`config.mk`:
```
export PLATFORM = sky130hd
export DESIGN_NAME = scrub_scheduler
export DESIGN_NICKNAME = d
export VERILOG_FILES = /design/src/rtl/scrub_scheduler.sv
export SDC_FILE = /design/constraint.sdc
export NUM_CORES = 1
export LEC_CHECK = 0
export BUFFER_PORTS_ARGS = -buffer_cell sky130_fd_sc_hd__buf_2
export CORE_MARGIN = 2
export CORE_UTILIZATION = 25
export CTS_CLUSTER_DIAMETER = 200
export DETAILED_ROUTE_END_ITERATION = 8
export PLACE_DENSITY = 0.4
export SYNTH_ARGS = -nofsm -noshare
export SYNTH_HDL_FRONTEND = slang
export SYNTH_SLANG_ARGS = --single-unit
```
`constraint.sdc`:
```
create_clock -name clock -period 8.8 [get_ports clock]
set_input_delay 0.44 -clock clock [delete_from_list [all_inputs] [get_ports clock]]
set_output_delay 0.44 -clock clock [all_outputs]
set_load 0.02 [all_outputs]
```
`src/rtl/scrub_scheduler.sv`:
```
`timescale 1ns/1ps
// -----------------------------------------------------------------------------
// scrub_scheduler
//
// Triple-modular-redundant register array with a background scrubber.
// Every entry is stored in three copies (A, B, C). Reads return the bitwise
// majority of the three copies. A slow scrubber walks the array one entry per
// step (INTERVAL idle cycles, one READ cycle, one FIX cycle). It repairs any
// entry whose copies disagree and counts the repairs.
//
// Parameters
//   M         number of entries
//   W         entry width in bits
//   INTERVAL  idle cycles between scrub steps (>= 1)
//
// Ports
//   clock       rising-edge clock
//   rst         asynchronous active-high reset
//   wr_en       host write strobe; writes wr_data to all three copies of wr_idx
//   wr_idx      host write index
//   wr_data     host write data
//   inj_en      fault-injection strobe
//   inj_copy    copy to corrupt (0=A, 1=B, 2=C, 3=ignored)
//   inj_idx     entry to corrupt
//   inj_mask    bits XORed into the selected copy
//   rd_idx      read index
//   rd_data     bitwise majority of the copies at rd_idx; 0 when out of range
//   scrub_idx   entry the scrubber is currently processing
//   err_cnt     saturating count of repaired entries
//   scrub_done  one-cycle pulse after the scrubber wraps from M-1 to 0
// -----------------------------------------------------------------------------
module scrub_scheduler #(
    parameter int M        = 4,
    parameter int W        = 8,
    parameter int INTERVAL = 4,
    localparam int IW      = (M > 1) ? $clog2(M) : 1
) (
    input  logic          clock,
    input  logic          rst,
    input  logic          wr_en,
    input  logic [IW-1:0] wr_idx,
    input  logic [W-1:0]  wr_data,
    input  logic          inj_en,
    input  logic [1:0]    inj_copy,
    input  logic [IW-1:0] inj_idx,
    input  logic [W-1:0]  inj_mask,
    input  logic [IW-1:0] rd_idx,
    output logic [W-1:0]  rd_data,
    output logic [IW-1:0] scrub_idx,
    output logic [7:0]    err_cnt,
    output logic          scrub_done
);

    localparam int CW = $clog2(INTERVAL + 1);
    localparam logic [IW:0] M_EXT = (IW + 1)'(M);

    typedef enum logic [1:0] {
        IDLE = 2'd0,
        READ = 2'd1,
        FIX  = 2'd2
    } state_t;

    state_t        state;
    logic [CW-1:0] interval_cnt;

    logic [W-1:0] copy_a [M];
    logic [W-1:0] copy_b [M];
    logic [W-1:0] copy_c [M];

    logic [W-1:0] next_a [M];
    logic [W-1:0] next_b [M];
    logic [W-1:0] next_c [M];

    logic [W-1:0] held_a_p1;
    logic [W-1:0] held_b_p1;
    logic [W-1:0] held_c_p1;
    logic         cancel_p1;

    logic         host_hit;
    logic         held_mismatch;
    logic [W-1:0] held_maj;
    logic         fix_write;

    function automatic logic [W-1:0] maj3(input logic [W-1:0] a,
                                          input logic [W-1:0] b,
                                          input logic [W-1:0] c);
        return (a & b) | (a & c) | (b & c);
    endfunction

    // A host write to the entry under scrub makes the latched copies stale,
    // so the repair for that entry is abandoned.
    assign host_hit      = wr_en && (wr_idx == scrub_idx);
    assign held_mismatch = (held_a_p1 != held_b_p1) || (held_b_p1 != held_c_p1);
    assign held_maj      = maj3(held_a_p1, held_b_p1, held_c_p1);
    assign fix_write     = (state == FIX) && held_mismatch && !cancel_p1 && !host_hit;

    always_comb begin
        rd_data = '0;
        if ({1'b0, rd_idx} < M_EXT) begin
            rd_data = maj3(copy_a[rd_idx], copy_b[rd_idx], copy_c[rd_idx]);
        end
    end

    // Per-entry next value: host write overrides everything for its entry;
    // otherwise the scrub repair lands first and an injection is applied on
    // top of it, so a fault injected during a repair is never lost.
    always_comb begin
        for (int i = 0; i < M; i++) begin
            next_a[i] = copy_a[i];
            next_b[i] = copy_b[i];
            next_c[i] = copy_c[i];
            if (wr_en && (wr_idx == IW'(i))) begin
                next_a[i] = wr_data;
                next_b[i] = wr_data;
                next_c[i] = wr_data;
            end else begin
                if (fix_write && (scrub_idx == IW'(i))) begin
                    next_a[i] = held_maj;
                    next_b[i] = held_maj;
                    next_c[i] = held_maj;
                end
                if (inj_en && (inj_idx == IW'(i))) begin
                    case (inj_copy)
                        2'd0:    next_a[i] = next_a[i] ^ inj_mask;
                        2'd1:    next_b[i] = next_b[i] ^ inj_mask;
                        2'd2:    next_c[i] = next_c[i] ^ inj_mask;
                        default: ;
                    endcase
                end
            end
        end
    end

    always_ff @(posedge clock or posedge rst) begin
        if (rst) begin
            for (int i = 0; i < M; i++) begin
                copy_a[i] <= '0;
                copy_b[i] <= '0;
                copy_c[i] <= '0;
            end
        end else begin
            for (int i = 0; i < M; i++) begin
                copy_a[i] <= next_a[i];
                copy_b[i] <= next_b[i];
                copy_c[i] <= next_c[i];
            end
        end
    end

    // READ -> FIX boundary: snapshot of the three copies under scrub
    always_ff @(posedge clock) begin
        if (state == READ) begin
            held_a_p1 <= copy_a[scrub_idx];
            held_b_p1 <= copy_b[scrub_idx];
            held_c_p1 <= copy_c[scrub_idx];
        end
    end

    always_ff @(posedge clock or posedge rst) begin
        if (rst) begin
            state        <= IDLE;
            interval_cnt <= CW'(INTERVAL);
            scrub_idx    <= '0;
            err_cnt      <= '0;
            scrub_done   <= 1'b0;
            cancel_p1    <= 1'b0;
        end else begin
            scrub_done <= 1'b0;
            case (state)
                IDLE: begin
                    if (interval_cnt <= CW'(1)) begin
                        state <= READ;
                    end else begin
                        interval_cnt <= interval_cnt - CW'(1);
                    end
                end
                READ: begin
                    cancel_p1 <= host_hit;
                    state     <= FIX;
                end
                FIX: begin
                    if (fix_write && (err_cnt != 8'hFF)) begin
                        err_cnt <= err_cnt + 8'd1;
                    end
                    state        <= IDLE;
                    interval_cnt <= CW'(INTERVAL);
                    if (scrub_idx == IW'(M - 1)) begin
                        scrub_idx  <= '0;
                        scrub_done <= 1'b1;
                    end else begin
                        scrub_idx <= scrub_idx + IW'(1);
                    end
                end
                default: state <= IDLE;
            endcase
        end
    end

endmodule

```
==> run summary <==
* 0.401 — fraction of the yosys area taken by sequential cells
* 0 ps — Setup TNS Final
* 0.00885 mm² — netlist area before placement
* 46 — # port buffers
* 47 — Top-Level Pins
* 17 — TritonCTS Buffers
* 9.47 µm² — mean post-synth cell area
* 1007 — Final #Nets
* 9150 ps — worst path required time
* 0 — Hold-fix buffers, CTS
* 30900 µm — Detailed Route WL
* 0.825 — Post-synth ARST share
* 3310 ps — final critical delay including setup and external delays
* 0.127 — multiplexer area fraction after synthesis
* 3670 ps — arrival time at the worst endpoint
* 0.0415 — adder-cell area share of the yosys netlist
* 0.196 — fraction of the mapped netlist area in compound gates
* 24 — EDFF count, synth
* 0 — antenna violations before repair
* 137 — number of sinks handled by clock tree synthesis
* 0.175 — GR Util All Layers
* 0.302 GHz — highest clock frequency the design can meet
* 0.272 — Max-slew headroom
* 0 — number of gates resized after CTS
* 7733 — via count of the first global-routing pass
* 0.186 — area share of and/or/nand/nor cells after synthesis
* 40 — count of different cell masters after synthesis
* dfrtp_1 — Yosys top cell by area
* 68 — Site Rows
* compound AO/OA/AOI/OAI gates — combinational family with the most area after synthesis
* 47700 µm — first-pass GRT wire length
* 0.0369 mm² — Die ar.
* 0 — max-cap viol count
* 200 mW/mm² — pwr/cell area
* 70 — maximum number of pins on one net before global-route repair
* flop — nature of the critical path startpoint
* 0.317 — post-synth top area share
* 0 — antenna diode count
* 0.00952 mm² — DP Area
* 0 — overall overflow remaining after global route
* 3.77 nW — Leak Pwr
* nor2_1 — most common cell in the netlist
* 7733 — routed via count
* completed — status
* 5.43 — per-cell via count in the routed design
* 0 — count of buffers added by post-CTS timing repair for setup
* 192 µm — Die Span Y
* 6 — Register-to-Register Path Depth
* 0.0101 mm² — final std cell area, no fill
* 0.376 — Final Cycle Share
* reg -> reg — critical path type
* 5490 ps — reg-to-reg slack, setup
* scrub_idx[1]$_DFFE_PP0N_ — Worst R2R Start
* scrub_idx[1]$_DFFE_PP0N_ — critical path startpoint
* 1090 ps — actual slew at the worst max-slew pin
* nor2_1 (138), dfrtp_1 (112), o21ai_0 (98) — commonest cells in the synthesized netlist
* 137 — number of storage elements in the synthesis netlist
* 935 — cell count after synthesis
* 0 — final setup fails
* 0.255 — effective utilization at floorplan
* 0 — Max Transition Viols Final
* flop — Critical Path Sink Type
* 0.0141 — fraction of synthesized cell area in xor and xnor cells
* 4 — H-Tree Level Count
* 0 — Yosys warnings
* 192 µm — floorplan die width
* yes — CTS tree
* 70 ps — Clock transition at path regs
* 521 — DRT iter0 DRCs
* copy_a[6]$_DFF_PP0_ — last element of the critical path
* 14.5% — area growth from synthesis to layout
* dfrtp_1 (32%), mux4_2 (12%), edfxtp_1 (8.1%) — main area contributors after synthesis
* 430 ps — source-to-sink clock delay at the later pin of the worst-skew pair
* 0.0347 mm² — placeable core region
* 986 — Net Count, Synth
* copy_a[6]$_DFF_PP0_ — Critical R2R Capture
* 0 — ANT nets after route
* 0 — # DRC
* 2 — Clock Tree Buf Depth
* 0.117 mV — maximum ir drop on the vdd rail
* 5 — iteration count of the initial detailed-routing pass
* 0 — hold violation total from the final report
* 30 — highest net fanout along the worst path
* false — setup repair after global routing missed its margin
* in -> async — type of the worst min-delay path
* 20300 µm — HPWL reported at the end of detailed placement
* 9.89 ps — largest clock skew in the final design
* 21.7 µm — wire length per cell after detailed routing
* 0.752 — placer's final routability congestion estimate
* 0.172 — fraction of final layout cells with drive strength greater than 1
* dfrtp_1 — most instantiated flip-flop cell in the synthesis netlist
* clkbuf_16 — CTS Root Cell
==> flip-flops by register name (all words and copies together) (netlist names) <==
signal,count
scrub_done,1
scrub_idx,2
err_cnt,8
cancel_p1,1
interval_cnt,3
copy_b,32
state,2
copy_c,32
held_c_p1,8
held_b_p1,8
copy_a,32
held_a_p1,8
==> kinds of logic after synthesis <==
| group | count (synthesis) |
|---|---|
| AOI/OAI and AO/OA | 307 |
| xor gates and xnor gates | 10 |
| adders and majority gates | 31 |
| buffers and inverters | 68 |
| DFF | 137 |
| muxes | 52 |
| and+or+nand+nor | 330 |
==> per-stage QoR <==
step,power (mW),util,instances,hold WS [ps],setup WS [ps]
floorplan,1.14,-,935,491,5370
global placement,1.28,0.274,1392,495,5470
detailed placement,1.28,0.274,1392,491,5480
CTS,2.05,0.292,1424,256,5460
global route,2.13,0.292,1424,296,5200
finish,2.03,0.292,1424,224,5490
==> worst min-delay path by stage <==
stage                           startpoint                           to  slack [ps]  cells after the start
6_report                               rst  interval_cnt[1]$_DFFE_PP0P_         220                      2
5_1_grt                                rst       err_cnt[1]$_DFFE_PP0P_         300                      2
4_1_cts                                rst  interval_cnt[1]$_DFFE_PP0P_         260                      2
3_5_place_dp        err_cnt[7]$_DFFE_PP0P_       err_cnt[7]$_DFFE_PP0P_         490                      1
3_3_place_gp        err_cnt[7]$_DFFE_PP0P_       err_cnt[7]$_DFFE_PP0P_         500                      1
2_1_floorplan  interval_cnt[1]$_DFFE_PP0P_  interval_cnt[1]$_DFFE_PP0P_         490                      2
==> power by group <==
part           switching (mW)  internal [mW]  leakage (nW)
Clock                   0.305          0.457         0.303
Combinational           0.212          0.206          1.95
Sequential             0.0968          0.752          1.51
Total                   0.614           1.41          3.77
==> layout make-up <==
class / count / area, µm²
multi-input combinational: 730 / 5020
fill: 3633 / 24600
clock inverter: 8 / 80.1
inverter: 8 / 32.5
tap: 455 / 569
timing repair buffer: 62 / 350
sequential: 137 / 3550
clock buffer: 24 / 536
==> routing by layer <==
metal,up-vias,track usage,part of all wire
met4,0,0.0699,0.028
met2,192,0.292,0.49
met3,41,0.0210,0.030
li1,3622,-,-
met5,-,0,0
met1,3878,0.230,0.45
==> placed cells by master (no fill, tap or decap), drive strengths merged, types with 3 or more instances in the layout <==
cell type / instances
o31a: 4
o31ai: 4
nor4bb: 4
buf: 62
dfrtp: 112
nor3: 37
clkbuf: 24
nand2: 28
maj3: 8
nor2b: 4
o21ai: 98
nand4: 3
a21oi: 96
xor2: 9
ha: 23
inv: 9
a211o: 8
nand3b: 4
or3: 97
nor4: 4
mux4: 48
a31oi: 96
clkinv: 5
mux2: 4
nor2: 138
edfxtp: 24
nand3: 7
==> worst max-delay path, cell delays in order (launching register included) <==
cell      delay, ps
dfrtp_2        1010
ha_1            350
nor4bb_1        510
o31a_2          660
a21oi_1         180
or3_1           340
a31oi_1         170
(Power assumes the default switching activity.)
